==> src/rtl/rom_loader_if.sv <==
// ---------------------------------------------------------------------------
// rom_loader_if
//   Groups the byte-stream handshake and the instruction ROM port used by
//   rom_loader.
//   slave  : the loader side (consumes the stream, drives the ROM port)
//   master : the host/ROM side (drives the stream, returns ROM read data)
//   Signals:
//     s_valid/s_ready/s_data/s_last : byte stream, high byte of each word first
//     mem_adr/mem_we/mem_din        : ROM address, write strobe, write data
//     mem_dout                      : ROM read data, combinational from mem_adr
// ---------------------------------------------------------------------------
interface rom_loader_if #(
   parameter int ADR_W = 15
);
   logic             s_valid;
   logic             s_ready;
   logic [7:0]       s_data;
   logic             s_last;
   logic [ADR_W-1:0] mem_adr;
   logic             mem_we;
   logic [15:0]      mem_din;
   logic [15:0]      mem_dout;

   modport slave (
      input  s_valid, s_data, s_last, mem_dout,
      output s_ready, mem_adr, mem_we, mem_din
   );

   modport master (
      output s_valid, s_data, s_last, mem_dout,
      input  s_ready, mem_adr, mem_we, mem_din
   );
endinterface

==> src/rtl/rom_loader.sv <==
// ---------------------------------------------------------------------------
// rom_loader
//   Loads the instruction ROM from a byte stream and shares the ROM address
//   port between the loader and the CPU fetch path. While a load is running
//   the CPU is held in reset and sees NOP; after the load (or after a system
//   reset) the CPU stays in reset for RST_HOLD more cycles before fetching.
//   Ports:
//     clk, reset   : clock, synchronous active-high reset
//     start        : one-cycle load request, honoured only when idle
//     cpu_pc       : CPU fetch address
//     cpu_instr    : instruction to the CPU (ROM data when idle, else 0)
//     cpu_reset    : CPU reset request
//     busy         : high whenever not idle
//     done         : one-cycle pulse when a load has fully finished
//     word_count   : words written by the current/last load
//     err          : bit0 odd byte count, bit1 ROM overflow (sticky)
//     bus          : byte stream and ROM port (rom_loader_if.slave)
// ---------------------------------------------------------------------------
module rom_loader #(
   parameter int ADR_W    = 15,
   parameter int BASE_ADR = 0,
   parameter int RST_HOLD = 4
) (
   input  logic             clk,
   input  logic             reset,
   input  logic             start,
   input  logic [ADR_W-1:0] cpu_pc,
   output logic [15:0]      cpu_instr,
   output logic             cpu_reset,
   output logic             busy,
   output logic             done,
   output logic [ADR_W:0]   word_count,
   output logic [1:0]       err,
   rom_loader_if.slave      bus
);

   localparam int CNT_W = (RST_HOLD > 1) ? $clog2(RST_HOLD) : 1;

   typedef enum logic [2:0] {
      IDLE = 3'd0,
      HI   = 3'd1,
      LO   = 3'd2,
      WR   = 3'd3,
      HOLD = 3'd4
   } state_t;

   state_t           state;
   state_t           state_n;
   logic [CNT_W-1:0] cnt;
   logic [ADR_W-1:0] ptr;
   logic [7:0]       hi_byte;
   logic             last_q;
   logic             loaded;
   logic             s_ready_q;
   logic             mem_we_q;
   logic [15:0]      mem_din_q;
   logic             hs;
   logic             at_top;
   logic             hold_end;

   assign hs       = bus.s_valid & s_ready_q;
   assign at_top   = (ptr == {ADR_W{1'b1}});
   assign hold_end = (cnt == CNT_W'(RST_HOLD - 1));

   // Address/instruction mux follows the current state so the CPU sees the
   // ROM the same cycle the FSM returns to IDLE.
   assign bus.mem_adr = (state == IDLE) ? cpu_pc : ptr;
   assign cpu_instr   = (state == IDLE) ? bus.mem_dout : 16'h0000;
   assign bus.s_ready = s_ready_q;
   assign bus.mem_we  = mem_we_q;
   assign bus.mem_din = mem_din_q;

   always_comb begin
      state_n = state;
      unique case (state)
         IDLE: if (start) state_n = HI;
         HI:   if (hs) state_n = bus.s_last ? HOLD : LO;
         LO:   if (hs) state_n = WR;
         // Overflow stops the load without consuming the remaining bytes.
         WR:   state_n = (last_q || at_top) ? HOLD : HI;
         HOLD: if (hold_end) state_n = IDLE;
         default: state_n = HOLD;
      endcase
   end

   // Registered outputs are derived from the next state so they line up
   // with the state they describe.
   always_ff @(posedge clk) begin
      if (reset) begin
         state      <= HOLD;
         cnt        <= '0;
         s_ready_q  <= 1'b0;
         mem_we_q   <= 1'b0;
         mem_din_q  <= 16'h0000;
         done       <= 1'b0;
         word_count <= '0;
         err        <= 2'b00;
         cpu_reset  <= 1'b1;
         busy       <= 1'b1;
         loaded     <= 1'b0;
      end else begin
         state     <= state_n;
         s_ready_q <= (state_n == HI) || (state_n == LO);
         mem_we_q  <= (state_n == WR);
         cpu_reset <= (state_n != IDLE);
         busy      <= (state_n != IDLE);
         // done only marks the end of a real load, not the post-reset hold.
         done      <= (state == HOLD) && (state_n == IDLE) && loaded;
         cnt       <= ((state == HOLD) && (state_n == HOLD)) ? cnt + 1'b1 : '0;

         unique case (state)
            IDLE: begin
               if (start) begin
                  word_count <= '0;
                  err        <= 2'b00;
                  loaded     <= 1'b1;
               end
            end
            HI: begin
               if (hs && bus.s_last) err[0] <= 1'b1;
            end
            LO: begin
               if (hs) mem_din_q <= {hi_byte, bus.s_data};
            end
            WR: begin
               word_count <= word_count + 1'b1;
               if (!last_q && at_top) err[1] <= 1'b1;
            end
            HOLD: begin
               if (state_n == IDLE) loaded <= 1'b0;
            end
            default: ;
         endcase
      end
   end

   // Datapath registers: no reset needed, always written before use.
   always_ff @(posedge clk) begin
      unique case (state)
         IDLE: if (start) ptr <= ADR_W'(BASE_ADR);
         HI:   if (hs) hi_byte <= bus.s_data;
         LO:   if (hs) last_q <= bus.s_last;
         WR:   if (!last_q && !at_top) ptr <= ptr + 1'b1;
         default: ;
      endcase
   end

endmodule

==> src/flat_wrapper.sv <==
// flat-port wrapper written by rule: the top's interface ports become plain ports
module rom_loader_flat 
#(
   parameter int ADR_W    = 15,
   parameter int BASE_ADR = 0,
   parameter int RST_HOLD = 4
)
  (clk, reset, start, cpu_pc, cpu_instr, cpu_reset, busy, done, word_count, err, bus_s_valid, bus_s_data, bus_s_last, bus_mem_dout, bus_s_ready, bus_mem_adr, bus_mem_we, bus_mem_din);
  rom_loader_if #(.ADR_W(ADR_W)) bus_i ();
  input  logic clk;
  input  logic reset;
  input  logic start;
  input  logic [ADR_W-1:0] cpu_pc;
  output logic [15:0] cpu_instr;
  output logic cpu_reset;
  output logic busy;
  output logic done;
  output logic [ADR_W:0] word_count;
  output logic [1:0] err;
  input wire logic [$bits(bus_i.s_valid)-1:0] bus_s_valid;
  input wire logic [$bits(bus_i.s_data)-1:0] bus_s_data;
  input wire logic [$bits(bus_i.s_last)-1:0] bus_s_last;
  input wire logic [$bits(bus_i.mem_dout)-1:0] bus_mem_dout;
  output wire logic [$bits(bus_i.s_ready)-1:0] bus_s_ready;
  output wire logic [$bits(bus_i.mem_adr)-1:0] bus_mem_adr;
  output wire logic [$bits(bus_i.mem_we)-1:0] bus_mem_we;
  output wire logic [$bits(bus_i.mem_din)-1:0] bus_mem_din;
  assign bus_i.s_valid = bus_s_valid;
  assign bus_i.s_data = bus_s_data;
  assign bus_i.s_last = bus_s_last;
  assign bus_i.mem_dout = bus_mem_dout;
  assign bus_s_ready = bus_i.s_ready;
  assign bus_mem_adr = bus_i.mem_adr;
  assign bus_mem_we = bus_i.mem_we;
  assign bus_mem_din = bus_i.mem_din;
  rom_loader #(.ADR_W(ADR_W), .BASE_ADR(BASE_ADR), .RST_HOLD(RST_HOLD)) u_core (.clk(clk), .reset(reset), .start(start), .cpu_pc(cpu_pc), .cpu_instr(cpu_instr), .cpu_reset(cpu_reset), .busy(busy), .done(done), .word_count(word_count), .err(err), .bus(bus_i));
endmodule
==> config.mk <==
export PLATFORM = sky130hd
export DESIGN_NAME = rom_loader_flat
export DESIGN_NICKNAME = d
export VERILOG_FILES = /design/src/rtl/rom_loader_if.sv /design/src/rtl/rom_loader.sv /design/src/flat_wrapper.sv
export SDC_FILE = /design/constraint.sdc
export NUM_CORES = 1
export LEC_CHECK = 0
export CORE_MARGIN = 5
export CORE_UTILIZATION = 41
export CTS_BUF_LIST = sky130_fd_sc_hd__clkbuf_4 sky130_fd_sc_hd__clkbuf_8 sky130_fd_sc_hd__clkbuf_16
export CTS_CLUSTER_SIZE = 28
export DETAILED_ROUTE_END_ITERATION = 12
export PLACE_DENSITY = 0.84
export SLEW_MARGIN = 20
export SYNTH_ARGS = -nofsm -noshare
export SYNTH_HDL_FRONTEND = slang
export SYNTH_SLANG_ARGS = --single-unit
==> constraint.sdc <==
create_clock -name clk -period 1.8 [get_ports clk]
set_input_delay 0.27 -clock clk [delete_from_list [all_inputs] [get_ports clk]]
set_output_delay 0.27 -clock clk [all_outputs]
set_load 0.005 [all_outputs]
==> out/metrics.cfg <==
[logic_synthesis]
synth_edf_count = 24
syn_inst = 347
synth_flop_cell = sky130_fd_sc_hd__dfxtp_1
share_of_async_settable_or_async_resettable_flops_after_synthesis_pct = 0
syn_area_mm2 = 0.003283
synthesis.area_per_instance_um2 = 9.462
post_synth_num_cell_types = 49
syn-num-nets = 394
ys_seq_elements = 68
synth_warn = 0
yosysSeqAreaShare_pct = 48.78

[timing]
worst_pin_slew_ns = 0.6267
worst_slew_margin_rel_pct = 57.63
timing.final.hold_violations = 0
fmax_mhz = 524.2
final_min_period_over_clock_period_pct = 106.0
report.final.setup_viol = 16
finalWorstSetupSlack_ns = -0.1076
clock_skew_ns = 0.009260
grt_setup_unrepaired = yes
final_critical_path_time_including_i_o_delays_and_setup_ns = 1.908
timing_max_transition_violations_final = 0

[routing]
detail_route.vias_per_cell = 5.375
routed_wirelength_um = 10140
wl_per_cell_um = 16.67
drt_pre_antenna_iters = 5
drc = 0
num_vias = 3268
post_route_antenna_net_violation_count = 0
initialDrtViolationCount = 199

[cells_and_area]
layout_cells_sized_above_1_pct = 29.84
fillers = 587
n_antenna_cell = 0
area_growth_syn_to_layout_pct = 57.81
design.final.nets = 548
stdcell_area_mm2 = 0.005181
instances_no_fill = 608

[floorplanning]
placementRows = 32
io-pin-count = 114
die_area_mm2 = 0.009897
coreArea_mm2 = 0.007767
die-width_um = 99.49
initial_core_util_pct = 42.27
chipHeight_um = 99.49

[worst_setup_path]
worst_setup_path_end_kind = output port
cp-start-kind = flop
crit_type = reg2out
crit_path_cell_trace = nor3_4, buf_12, buf_12, mux2_4, buf_6
worstPathRequired_ns = 1.53
cp_slowest_stage_delay_ns = 0.34
crit_family = buffers and inverters
worstPathArrival_ns = 1.64
critical_path.max_fanout = 7
critical_path.n_buffers_inverters = 3
worst_path_max_delay_cell = sky130_fd_sc_hd__dfxtp_2
worst_path_most_repeated_cell = sky130_fd_sc_hd__buf_12

[cts]
cts_tree = yes
clock_transition_at_the_register_clock_pins_on_the_worst_setup_and_hold_paths_after_cts_ns = 0.08
clock_tree.htree_level_count = 3
hold_buffers = 0
number_of_buffers_between_clock_root_and_the_deepest_sink = 2
clock_sink_count = 68
tritoncts.num_buffers = 9
cts.root.buffer_cell = sky130_fd_sc_hd__clkbuf_8
clock_latency_ns = 0.35

[placement]
dpl-instance-area_mm2 = 0.004776
place_inst = 584
final_gp_congestion = 0.8228
hpwl_um = 6830
portBuffers = 113

[power_and_ir_drop]
leakagePower_nw = 1.922
power.total_mw = 5.058
power.density_mw_per_mm2 = 976.2
ir_drop_v = 0.0005358

[run]
cap_violations = 0

[run_status]
run_status = finished with violations
violations = setup timing

[grt]
grt_antenna_before_repair = 0
grt_pass1_vias = 3222
grt_max_degree = 39
grt_pass1_wl_um = 16130
grt_total_usage_pct = 20.24
overflow_after_grt = 0

[worst_hold_path]
worst_hold_path_type = reg2reg

## logic make-up after synthesis
group / after synthesis / synth area share, %
AO/OA/AOI/OAI: 62 / 12.00
XOR/XNOR: 10 / 2.668
adder cells (fa/ha/maj): 3 / 1.143
buffers and inverters: 24 / 4.230
flip-flops: 68 / 48.78
multiplexers: 15 / 5.145
AND/OR/NAND/NOR: 165 / 26.03
## per-layer routing
metal	global-route usage, %	part of all wire (%)	up-vias
met5	0	0	-
met1	25.01	42	1532
li1	-	-	1549
met4	8.088	2.7	0
met3	4.839	7.9	21
met2	33.99	48	166
## synthesized netlist by cell type, types with 5 or more instances
master / number / area (µm²)
sky130_fd_sc_hd__dfxtp_1: 44 / 880.8
sky130_fd_sc_hd__nand2_1: 41 / 153.9
sky130_fd_sc_hd__nor2_1: 29 / 108.9
sky130_fd_sc_hd__a21oi_1: 26 / 130.1
sky130_fd_sc_hd__edfxtp_1: 24 / 720.7
sky130_fd_sc_hd__and2_1: 19 / 118.9
sky130_fd_sc_hd__nand3_1: 17 / 85.08
sky130_fd_sc_hd__mux2_2: 15 / 168.9
sky130_fd_sc_hd__o21ai_0: 9 / 45.04
sky130_fd_sc_hd__a21oi_2: 8 / 70.07
sky130_fd_sc_hd__clkbuf_1: 8 / 30.03
sky130_fd_sc_hd__nand2_2: 8 / 50.05
sky130_fd_sc_hd__nor3_1: 8 / 40.04
sky130_fd_sc_hd__or3_1: 8 / 50.05
sky130_fd_sc_hd__xnor2_1: 8 / 70.07
sky130_fd_sc_hd__buf_2: 7 / 35.03
sky130_fd_sc_hd__nand4_1: 6 / 37.54
sky130_fd_sc_hd__nor4_1: 5 / 31.28
## worst paths after layout
kind	startpoint	cells past startpoint	slack [ns]	to
max	u_core.state[2]	5	-0.11	bus_mem_adr[3]
min	u_core.cnt[0]	1	0.43	u_core.cnt[0]
max reg2reg	u_core.state[2]	6	-0.03	u_core.word_count[2]
min reg2reg	u_core.cnt[0]	1	0.43	u_core.cnt[0]
## metrics by stage
stage          setup TNS (ns)  hold slack (ns)  setup WS (ns)  util, %
2_1_floorplan               0           0.3689        0.01415        -
3_3_place_gp          -0.5147           0.4063       -0.04108    61.49
3_5_place_dp           -1.673           0.4255       -0.08512    61.49
4_1_cts                -1.352           0.4358        -0.1063    66.27
5_1_grt                -2.100           0.4612        -0.1461    66.70
6_report               -1.074           0.4301        -0.1076    66.70
## layout by cell type, fill, tap and decap left out, drive strengths merged, types with 3 or more instances in the layout
cell type and count:
o21ai 9, or2 4, ha 3, nor2 29, nand3 17, nor4 5
nand4 6, a21oi 34, xnor2 8, edfxtp 24, inv 5, dfxtp 44
nand2b 4, mux2 15, nand2 50, clkinv 4, buf 77, clkbuf 9
a31oi 4, and3 3, o211ai 3, and2 19, and4 3, nor3 8
clkdlybuf4s50 82, clkdlybuf4s15 3, or3 8
## where the power goes
part / switching (mW) / total (mW) / internal [mW]
Combinational: 0.810 / 1.99 / 1.18
Sequential: 0.0722 / 1.78 / 1.71
Clock: 0.640 / 1.29 / 0.647
## timing repair
action / in CTS / in global routing
resized for setup: 166 / 15
pin swaps: 5 / 2
buffers inserted: 8 / 0
endpoints found under the setup margin: 46 / 62
cloned: 1 / 1
## registers in the layout, indices dropped and copies added (netlist names)
register and flops:
u_core.bus.s_ready 1, u_core.last_q 1, u_core.err 2, u_core.loaded 1, u_core.hi_byte 8, u_core.ptr 15
u_core.bus.mem_we 1, u_core.word_count 16, u_core.cnt 2, u_core.cpu_reset 1, u_core.bus.mem_din 16, u_core.done 1
u_core.state 3
## final cells by class
class / instances / area, µm² / area share [%]
Clock buffer: 9 / 123.9 / 2.391
Inverter: 4 / 20.02 / 0.3864
Multi-Input combinational cell: 256 / 1690 / 32.62
Clock inverter: 7 / 75.07 / 1.449
Sequential cell: 68 / 1605 / 30.98
Tap cell: 102 / 127.6 / 2.463
Timing Repair Buffer: 162 / 1539 / 29.70
No activity file was read; power rests on OpenSTA's default activity.
